<file path="src/rtl/shift_sequencer_pkg.sv">
// Shared definitions for the multi-cycle shift sequencer.
//   - WIDTH / CNT_W: data and shift-count widths (fixed at 16 / 4)
//   - OP_*: operation encodings
//   - state_e: sequencer FSM states
//   - first_set_stage(): maps a (masked) count to the first stage whose bit is set,
//     used only when SHIFT_SKIP_ZERO_EN is defined
package shift_sequencer_pkg;

  localparam int unsigned WIDTH = 16;
  localparam int unsigned CNT_W = 4;

  localparam logic [1:0] OP_ROL = 2'b00;
  localparam logic [1:0] OP_SLL = 2'b01;
  localparam logic [1:0] OP_SRA = 2'b10;
  localparam logic [1:0] OP_SRL = 2'b11;

  typedef enum logic [2:0] {
    StIdle,
    St8,
    St4,
    St2,
    St1,
    StDone
  } state_e;

  // Highest set bit of c selects the next stage; no bits set means go straight to StDone.
  function automatic state_e first_set_stage(input logic [CNT_W-1:0] c);
    if (c[3]) begin
      return St8;
    end else if (c[2]) begin
      return St4;
    end else if (c[1]) begin
      return St2;
    end else if (c[0]) begin
      return St1;
    end
    return StDone;
  endfunction

endpackage

</file>
<file path="src/rtl/shift_sequencer_shift_stage.sv">
// shift_stage: combinational single-stage shifter, reused by the sequencer every cycle.
// Ports:
//   data  - stage input operand
//   op    - OP_ROL / OP_SLL / OP_SRA / OP_SRL
//   amt   - stage amount (8, 4, 2 or 1; 0 passes data through)
//   res   - shifted result
module shift_stage
  import shift_sequencer_pkg::*;
(
  input  logic [WIDTH-1:0] data,
  input  logic [1:0]       op,
  input  logic [CNT_W-1:0] amt,
  output logic [WIDTH-1:0] res
);

  // Right-shift amount that completes a rotate; amt = 0 gives 16, which shifts out fully.
  logic [CNT_W:0] rot_back;
  assign rot_back = 5'd16 - {1'b0, amt};

  always_comb begin
    res = data;
    unique case (op)
      OP_ROL:  res = (data << amt) | (data >> rot_back);
      OP_SLL:  res = data << amt;
      OP_SRA:  res = $signed(data) >>> amt;
      OP_SRL:  res = data >> amt;
      default: res = data;
    endcase
  end

endmodule

</file>
<file path="src/rtl/shift_sequencer.sv">
// shift_sequencer: multi-cycle 16-bit shift/rotate controller. Applies one power-of-two
// stage (8, 4, 2, 1) per clock to an internal data register, then registers the result.
// Ports:
//   clk, rst - clock (rising edge) and synchronous active-high reset
//   start    - request, sampled only while idle
//   op       - 00 ROL, 01 SLL, 10 SRA, 11 SRL
//   cnt      - shift amount 0..15
//   in       - operand
//   busy     - operation in progress (not idle)
//   done     - one-cycle pulse, out valid
//   out      - result register, holds until the next completion
// Build option: define SHIFT_SKIP_ZERO_EN to skip stages whose count bit is zero
// (latency popcount(cnt)+1 instead of a fixed 5 cycles; results identical).
module shift_sequencer
  import shift_sequencer_pkg::*;
(
  input  logic             clk,
  input  logic             rst,
  input  logic             start,
  input  logic [1:0]       op,
  input  logic [CNT_W-1:0] cnt,
  input  logic [WIDTH-1:0] in,
  output logic             busy,
  output logic             done,
  output logic [WIDTH-1:0] out
);

  state_e           state_q, state_d;
  logic [1:0]       op_q, op_d;
  logic [CNT_W-1:0] cnt_q, cnt_d;
  logic [WIDTH-1:0] data_q, data_d;
  logic [WIDTH-1:0] out_q, out_d;

  logic [CNT_W-1:0] stage_amt;
  logic             stage_take;
  logic [WIDTH-1:0] stage_res;

  shift_stage u_stage (
    .data (data_q),
    .op   (op_q),
    .amt  (stage_amt),
    .res  (stage_res)
  );

  always_ff @(posedge clk) begin
    if (rst) begin
      state_q <= StIdle;
      op_q    <= 2'b00;
      cnt_q   <= '0;
      data_q  <= '0;
      out_q   <= '0;
    end else begin
      state_q <= state_d;
      op_q    <= op_d;
      cnt_q   <= cnt_d;
      data_q  <= data_d;
      out_q   <= out_d;
    end
  end

  always_comb begin
    state_d    = state_q;
    op_d       = op_q;
    cnt_d      = cnt_q;
    data_d     = data_q;
    out_d      = out_q;
    stage_amt  = '0;
    stage_take = 1'b0;

    unique case (state_q)
      StIdle: begin
        if (start) begin
          op_d   = op;
          cnt_d  = cnt;
          data_d = in;
`ifdef SHIFT_SKIP_ZERO_EN
          state_d = first_set_stage(cnt);
`else
          state_d = St8;
`endif
        end
      end
      St8: begin
        stage_amt  = 4'd8;
        stage_take = cnt_q[3];
`ifdef SHIFT_SKIP_ZERO_EN
        state_d = first_set_stage({1'b0, cnt_q[2:0]});
`else
        state_d = St4;
`endif
      end
      St4: begin
        stage_amt  = 4'd4;
        stage_take = cnt_q[2];
`ifdef SHIFT_SKIP_ZERO_EN
        state_d = first_set_stage({2'b00, cnt_q[1:0]});
`else
        state_d = St2;
`endif
      end
      St2: begin
        stage_amt  = 4'd2;
        stage_take = cnt_q[1];
`ifdef SHIFT_SKIP_ZERO_EN
        state_d = first_set_stage({3'b000, cnt_q[0]});
`else
        state_d = St1;
`endif
      end
      St1: begin
        stage_amt  = 4'd1;
        stage_take = cnt_q[0];
        state_d    = StDone;
      end
      StDone: begin
        state_d = StIdle;
      end
      default: begin
        state_d = StIdle;
      end
    endcase

    if (stage_take) begin
      data_d = stage_res;
    end

    // Capture the final value on entry to StDone; data_d already includes the last stage,
    // and in skip mode with cnt = 0 it is the freshly latched operand.
    if (state_d == StDone && state_q != StDone) begin
      out_d = data_d;
    end
  end

  assign busy = (state_q != StIdle);
  assign done = (state_q == StDone);
  assign out  = out_q;

endmodule

</file>
<file path="config.mk">
export PLATFORM = sky130hd
export DESIGN_NAME = shift_sequencer
export DESIGN_NICKNAME = d
export VERILOG_FILES = /design/src/rtl/shift_sequencer_pkg.sv /design/src/rtl/shift_sequencer_shift_stage.sv /design/src/rtl/shift_sequencer.sv
export SDC_FILE = /design/constraint.sdc
export NUM_CORES = 1
export LEC_CHECK = 0
export ABC_AREA = 1
export BUFFER_PORTS_ARGS = -buffer_cell sky130_fd_sc_hd__buf_4
export CAP_MARGIN = 20
export CORE_ASPECT_RATIO = 1.5
export CORE_MARGIN = 2
export CORE_UTILIZATION = 60
export CTS_BUF_LIST = sky130_fd_sc_hd__clkbuf_2
export DETAILED_ROUTE_END_ITERATION = 8
export PLACE_DENSITY = 0.83
export SETUP_SLACK_MARGIN = 0.2
export SLEW_MARGIN = 20
export SYNTH_ARGS = -nofsm -noshare
export SYNTH_HDL_FRONTEND = slang
export SYNTH_SLANG_ARGS = --single-unit
</file>
<file path="constraint.sdc">
create_clock -name clk -period 2.9 [get_ports clk]
set_input_delay 0.58 -clock clk [delete_from_list [all_inputs] [get_ports clk]]
set_output_delay 0.58 -clock clk [all_outputs]
set_load 0.005 [all_outputs]
</file>
After elaboration in Yosys (flattened, before gate mapping). Cells that the tools add are included. W data, S select, Z words.

Bits of input ports: 25. Flip-flop bits (word level): 41.

Equal/unequal tests: 10. Reductions and logical operators: 5. Shifts and indexed selects: 4. Mux-type cells: 8. $add $sub $neg: 1. Bitwise logic cells: 1.

Operator list (count): $pmux W16 S4 (1); $mux W16 (3); $or A16 B16 Y16 (1); $pmux W4 S4 (1); $shl A16 B4 Y16 (1); $shr A16 B4 Y16 (1); $shr A16 B5 Y16 (1); $sshr A16 B4 Y16 (1); $pmux W3 S5 (1); $eq A3 B3 Y1 const B (3); $eq A3 B2 Y1 const B (2); $sub A5 B4 Y5 const A (1); $eq A2 B2 Y1 const B (2); $pmux W1 S4 (1); $eq A3 B1 Y1 const B (1); $logic_not A3 Y1 (1); $mux W3 (1); $ne A3 B3 Y1 const B (1); $reduce_bool A3 Y1 (1); $eq A2 B1 Y1 const B (1); $logic_not A2 Y1 (1); $reduce_and A2 Y1 (1); $logic_and A1 B1 Y1 (1).

Logic depth before layout (Yosys ltp).
Depth in word-level cells: 7. Mapped depth: 19. Mapped depth without buffers: 18.

Modules after synthesis. Synthesis repeated with hierarchy kept, for this count alone.

Cell total of the unflattened synthesis: 785. Area total of the unflattened synthesis: 4478.0 um^2.

By module, submodules not included: shift_stage (times used 1, area each 2351.0 um^2, sequential area each 0.0 um^2, cells an instance 473); shift_sequencer (times used 1, area each 2127.0 um^2, sequential area each 820.8 um^2, cells an instance 312).

Worst setup path after synthesis. No wires, ideal clock.

Kind: reg2reg. Start point: register state_q[0]. End point: register out_q[6] (netlist: out[6]). Buffers on the path: 3. Arrival: 2.204 ns. Cell stages (with the launch flop): 15. Setup slack: 0.573 ns. Library setup time: 0.122 ns. Cells stage by stage: dfxtp_1 > nor2_4 > nand2_2 > buf_2 > ha_1 > clkbuf_1 > inv_1 > clkbuf_1 > nand2_1 > nand3_1 > nand3_1 > nand2_1 > nand3_1 > o21ai_1 > a21oi_1.

Cells in the longest elaborated chain, start to end: 7.

RTL lines: start, declared (line shift_sequencer.sv:28) `state_e state_q, state_d;`; start signal, assigned (line shift_sequencer.sv:47) `state_q <= StIdle;`; start signal, assigned (line shift_sequencer.sv:53) `state_q <= state_d;`; $eq A3 B3 Y1 (tied with other cells) (line shift_sequencer.sv:70) `unique case (state_q)`; $pmux W4 S4 (line shift_sequencer.sv:70); $sub A5 B4 Y5 (line shift_sequencer_shift_stage.sv:18) `assign rot_back = 5'd16 - {1'b0, amt};`; $shr A16 B5 Y16 (line shift_sequencer_shift_stage.sv:23) `OP_ROL: res = (data << amt) | (data >> rot_back);`; $or A16 B16 Y16 (line shift_sequencer_shift_stage.sv:23); $pmux W16 S4 (line shift_sequencer_shift_stage.sv:22) `unique case (op)`; $mux W16 (line shift_sequencer.sv:123) `if (stage_take) begin`; end signal, assigned (line shift_sequencer.sv:57) `out_q <= out_d;`; end, declared (line shift_sequencer.sv:32) `logic [WIDTH-1:0] out_q, out_d;`.

Several ways; a longest one is shown, not always the timed one. A chain may end at the register's enable or synchronous reset.

Final worst setup path.
Start point: register state_q[1]. End point: register out_q[9] (netlist: out[9]).

Same word-level chain as after synthesis.

==> summary.md <==
| Metric | Value |
|---|---|
| Status | finished, violations left |
| Failing checks | DRC |
| Post-Route Skew | 24.5 ps |
| Total Wirelength | 16.4 mm |
| Tmin final | 2690 ps |
| Port bufs | 42 |
| Switching power | 2.47 mW |
| Crit path from | state_q[1] |
| Fin cells | 793 |
| Ant diodes | 0 |
| Worst setup EP type | register |
| YS warnings | 0 |
| DR DRC count | 107 |
| CP startpoint kind | register |
| Place WS | 94.8 ps |
| Max-Cap Viols | 0 |
| CP cell instances | inv_2, nor2_4, nand2_2, ha_1, inv_2, o21ai_4, inv_1, o21ai_1, nand4_1, nand3_1, nand2_1, nand3_1, nand2_1, inv_1 |
| Core area | 0.00609 sq mm |
| Total power | 4.27 mW |
| P_int | 1.80 mW |
| Worst hold-check path type | input port to register |
| GPL Wtd Cong | 1.20 |
| Static leakage | 2.20 nW |
| Sw Ratio | 57.9% |
| Antenna-violating nets left | 0 |
| Power per cell area | 977 mW/mm^2 |
| Crit path DAT | 3070 ps |
| Flop pwr share | 18.6% |
| First-pass GRT wire length | 25.8 mm |
| Slew @ Worst Pin | 592 ps |
| Die extent in y | 101 um |
| CTS tree | done |
| Mean post-synth cell area | 5.54 sq um |
| Initial Utilization | 61.5% |
| Worst rel slew slack | 60.5% |
| Routed WL per cell | 20.7 um |
| Drt pass-1 iters | 9 |
| Vias in the first global route | 4811 |
| Largest net degree at the start of global routing | 33 |
| HPWL after DPL | 11.3 mm |
| TNS Setup | 0 ps |
| Chip Width | 68.5 um |
| Final global-route overflow total | 0 |
| Total GRT Usage | 51.6% |
| Layout cell share with drive strength beyond 1 | 15.3% |
| R2R Path End | out[9] |
| Clock power frac | 8.4% |
| Clk sinks | 41 |
| Worst r2r src | state_q[1] |
| Synth Net Count | 702 |
| Largest stage delay, worst path | 420 ps |
| Layout area overhead | 16.6% |
| FP Rows | 35 |
| Vias | 5296 |
| Unique masters post-synth | 33 |
| Fmax | 0.371 GHz |
| Maximum vdd drop | 0.593 mV |
| Gate power share | 72.9% |
| Clock Latency Late Sink | 430 ps |
| Reg clk slew, reported paths | 240 ps |
| Clk buf depth | 2 |
| WP data required | 3280 ps |
| Hold Vio Cnt, Final | 0 |
| Seq/Total Area, Yosys | 21.9% |
| CTS Buf Count | 5 |
| Slowest CP cell | dfxtp_4 |
| I/O pin count | 43 |
| Register bit total from synthesis | 41 |
| Root Buffer | clkbuf_2 |
| Cells after synthesis | 676 |
| Initial antenna violation count | 0 |
| Mapped Area | 0.00374 sq mm |
| Hold Buf Count CTS | 0 |
| Max Slew Vio Count | 0 |
| R2R depth | 14 |
| Critical Path Sink | out[9] |
| Final worst setup slack | 206 ps |
| Final worst path period share | 92.9% |
| Hold_ws | 419 ps |
| 1st-iter DRT viols | 1410 |
| Final-report setup violation count | 0 |
| Placed insts | 771 |
| Worst Setup Path Type | register to register |
| Die area | 0.00690 sq mm |
| Via density per instance | 6.68 |
| H-tree depth | 2 |
| RSZ-0062 raised after global routing | no |
| Flop-to-flop setup slack | 210 ps |
| Worst Path Max Fanout | 10 |
| Net count, final | 744 |
state kept, by name (all words and copies together) (netlist names):
signal,cells
data_q,16
out,16
cnt_q,4
state_q,3
op_q,2
worst min path at each step:
| stage | start | endpoint | slack (ps) | depth (start not counted) |
|---|---|---|---|---|
| after floorplan | cnt_q[3] | cnt_q[3] | 430 | 2 |
| after global placement | cnt_q[3] | cnt_q[3] | 450 | 2 |
| after detailed placement | cnt_q[0] | cnt_q[0] | 470 | 2 |
| after CTS | cnt[0] | cnt_q[0] | 430 | 3 |
| after global routing | op[0] | op_q[0] | 430 | 3 |
| final | cnt[1] | cnt_q[1] | 420 | 3 |
worst max-delay path: cells and delay by family, from the launching register on:
kind | cells | cell delay (ps)
AND/OR/NAND/NOR | 7 | 910
AO/OA/AOI/OAI | 2 | 610
buffers and inverters | 4 | 500
flip-flops | 1 | 420
adder cells (fa/ha/maj) | 1 | 210
cells in the mapped netlist:
master | n | area [sq um]
nor2_4 | 2 | 22.5
inv_2 | 6 | 22.5
o22ai_1 | 3 | 18.8
nand3_1 | 125 | 626
clkbuf_1 | 12 | 45.0
buf_1 | 1 | 3.75
nand3b_1 | 3 | 22.5
clkinv_1 | 2 | 7.51
nor2_1 | 33 | 124
nand2_4 | 1 | 11.3
nand4_1 | 10 | 62.6
buf_6 | 3 | 33.8
o21bai_1 | 1 | 7.51
nand3_2 | 3 | 30.0
o31ai_1 | 1 | 7.51
o21ai_1 | 17 | 85.1
a31oi_1 | 1 | 6.26
o21a_1 | 8 | 60.1
dfxtp_1 | 41 | 821
ha_1 | 1 | 12.5
clkinv_2 | 1 | 5.00
nand2_2 | 4 | 25.0
nor3_1 | 2 | 10.0
o21ai_2 | 1 | 8.76
o2111ai_1 | 2 | 17.5
o21ai_0 | 42 | 210
and2_1 | 2 | 12.5
buf_4 | 5 | 37.5
a21oi_1 | 39 | 195
nand2_1 | 223 | 837
o211ai_1 | 9 | 67.6
buf_2 | 14 | 70.1
inv_1 | 58 | 218
kinds of logic (layout without fill, tap and decap cells):
kind of cell | count (synthesis) | after routing | synth area share, %
adders and majority gates | 1 | 1 | 0.334
buffers and inverters | 102 | 145 | 11.8
AOI/OAI and AO/OA | 124 | 124 | 18.3
and+or+nand+nor | 408 | 408 | 47.6
DFF | 41 | 41 | 21.9
layout make-up:
class | instances | area [sq um]
clock inverter | 3 | 46.3
tap | 74 | 92.6
timing repair buffer | 69 | 551
clock buffer | 5 | 25.0
sequential | 41 | 825
multi-input combinational | 533 | 2540
inverter | 67 | 277
timing repair inverter | 1 | 6.26
fill | 550 | 1720
placed cells by master (no fill, tap or decap), types with 6 or more instances in the layout:
master    Yosys  routed
a21oi_1      39      39
buf_4         5      65
dfxtp_1      41      40
inv_1        58      54
inv_2         6       6
nand2_1     223     221
nand3_1     125     123
nand4_1      10      10
nor2_1       33      33
o211ai_1      9       9
o21a_1        8       8
o21ai_0      42      41
o21ai_1      17      16
power by group through the flow:
stage,combinational [mW],sequential [mW],clock [mW]
finish,3.11,0.794,0.360
global placement,2.60,0.784,0
CTS,2.65,0.776,0.357
global route,3.36,0.800,0.383
floorplan,1.90,0.749,0
detailed placement,2.63,0.787,0
metal layers:
metal  track usage [%]  vias up  share of wire, %
li1                  -     2333                 -
met1              57.5     2268                34
met2              69.4      510                41
met3              30.2      185                15
met4              40.0        0                11
met5              5.00        -                 0
through the flow:
stage	area, sq um	utilization [%]
after detailed placement	4070	66.8
after global placement	4070	66.8
after floorplan	3740	-
final	4370	71.7
after CTS	4150	68.2
after global routing	4370	71.7
repair_timing:
action / 4_1_cts / 5_1_grt
cloned: 0 / 1
pin swaps: 0 / 2
buffers inserted: 0 / 13
resized for setup: 4 / 23
setup endpoints to repair: 7 / 31
Note: power is estimated with default switching activity, not from simulation.
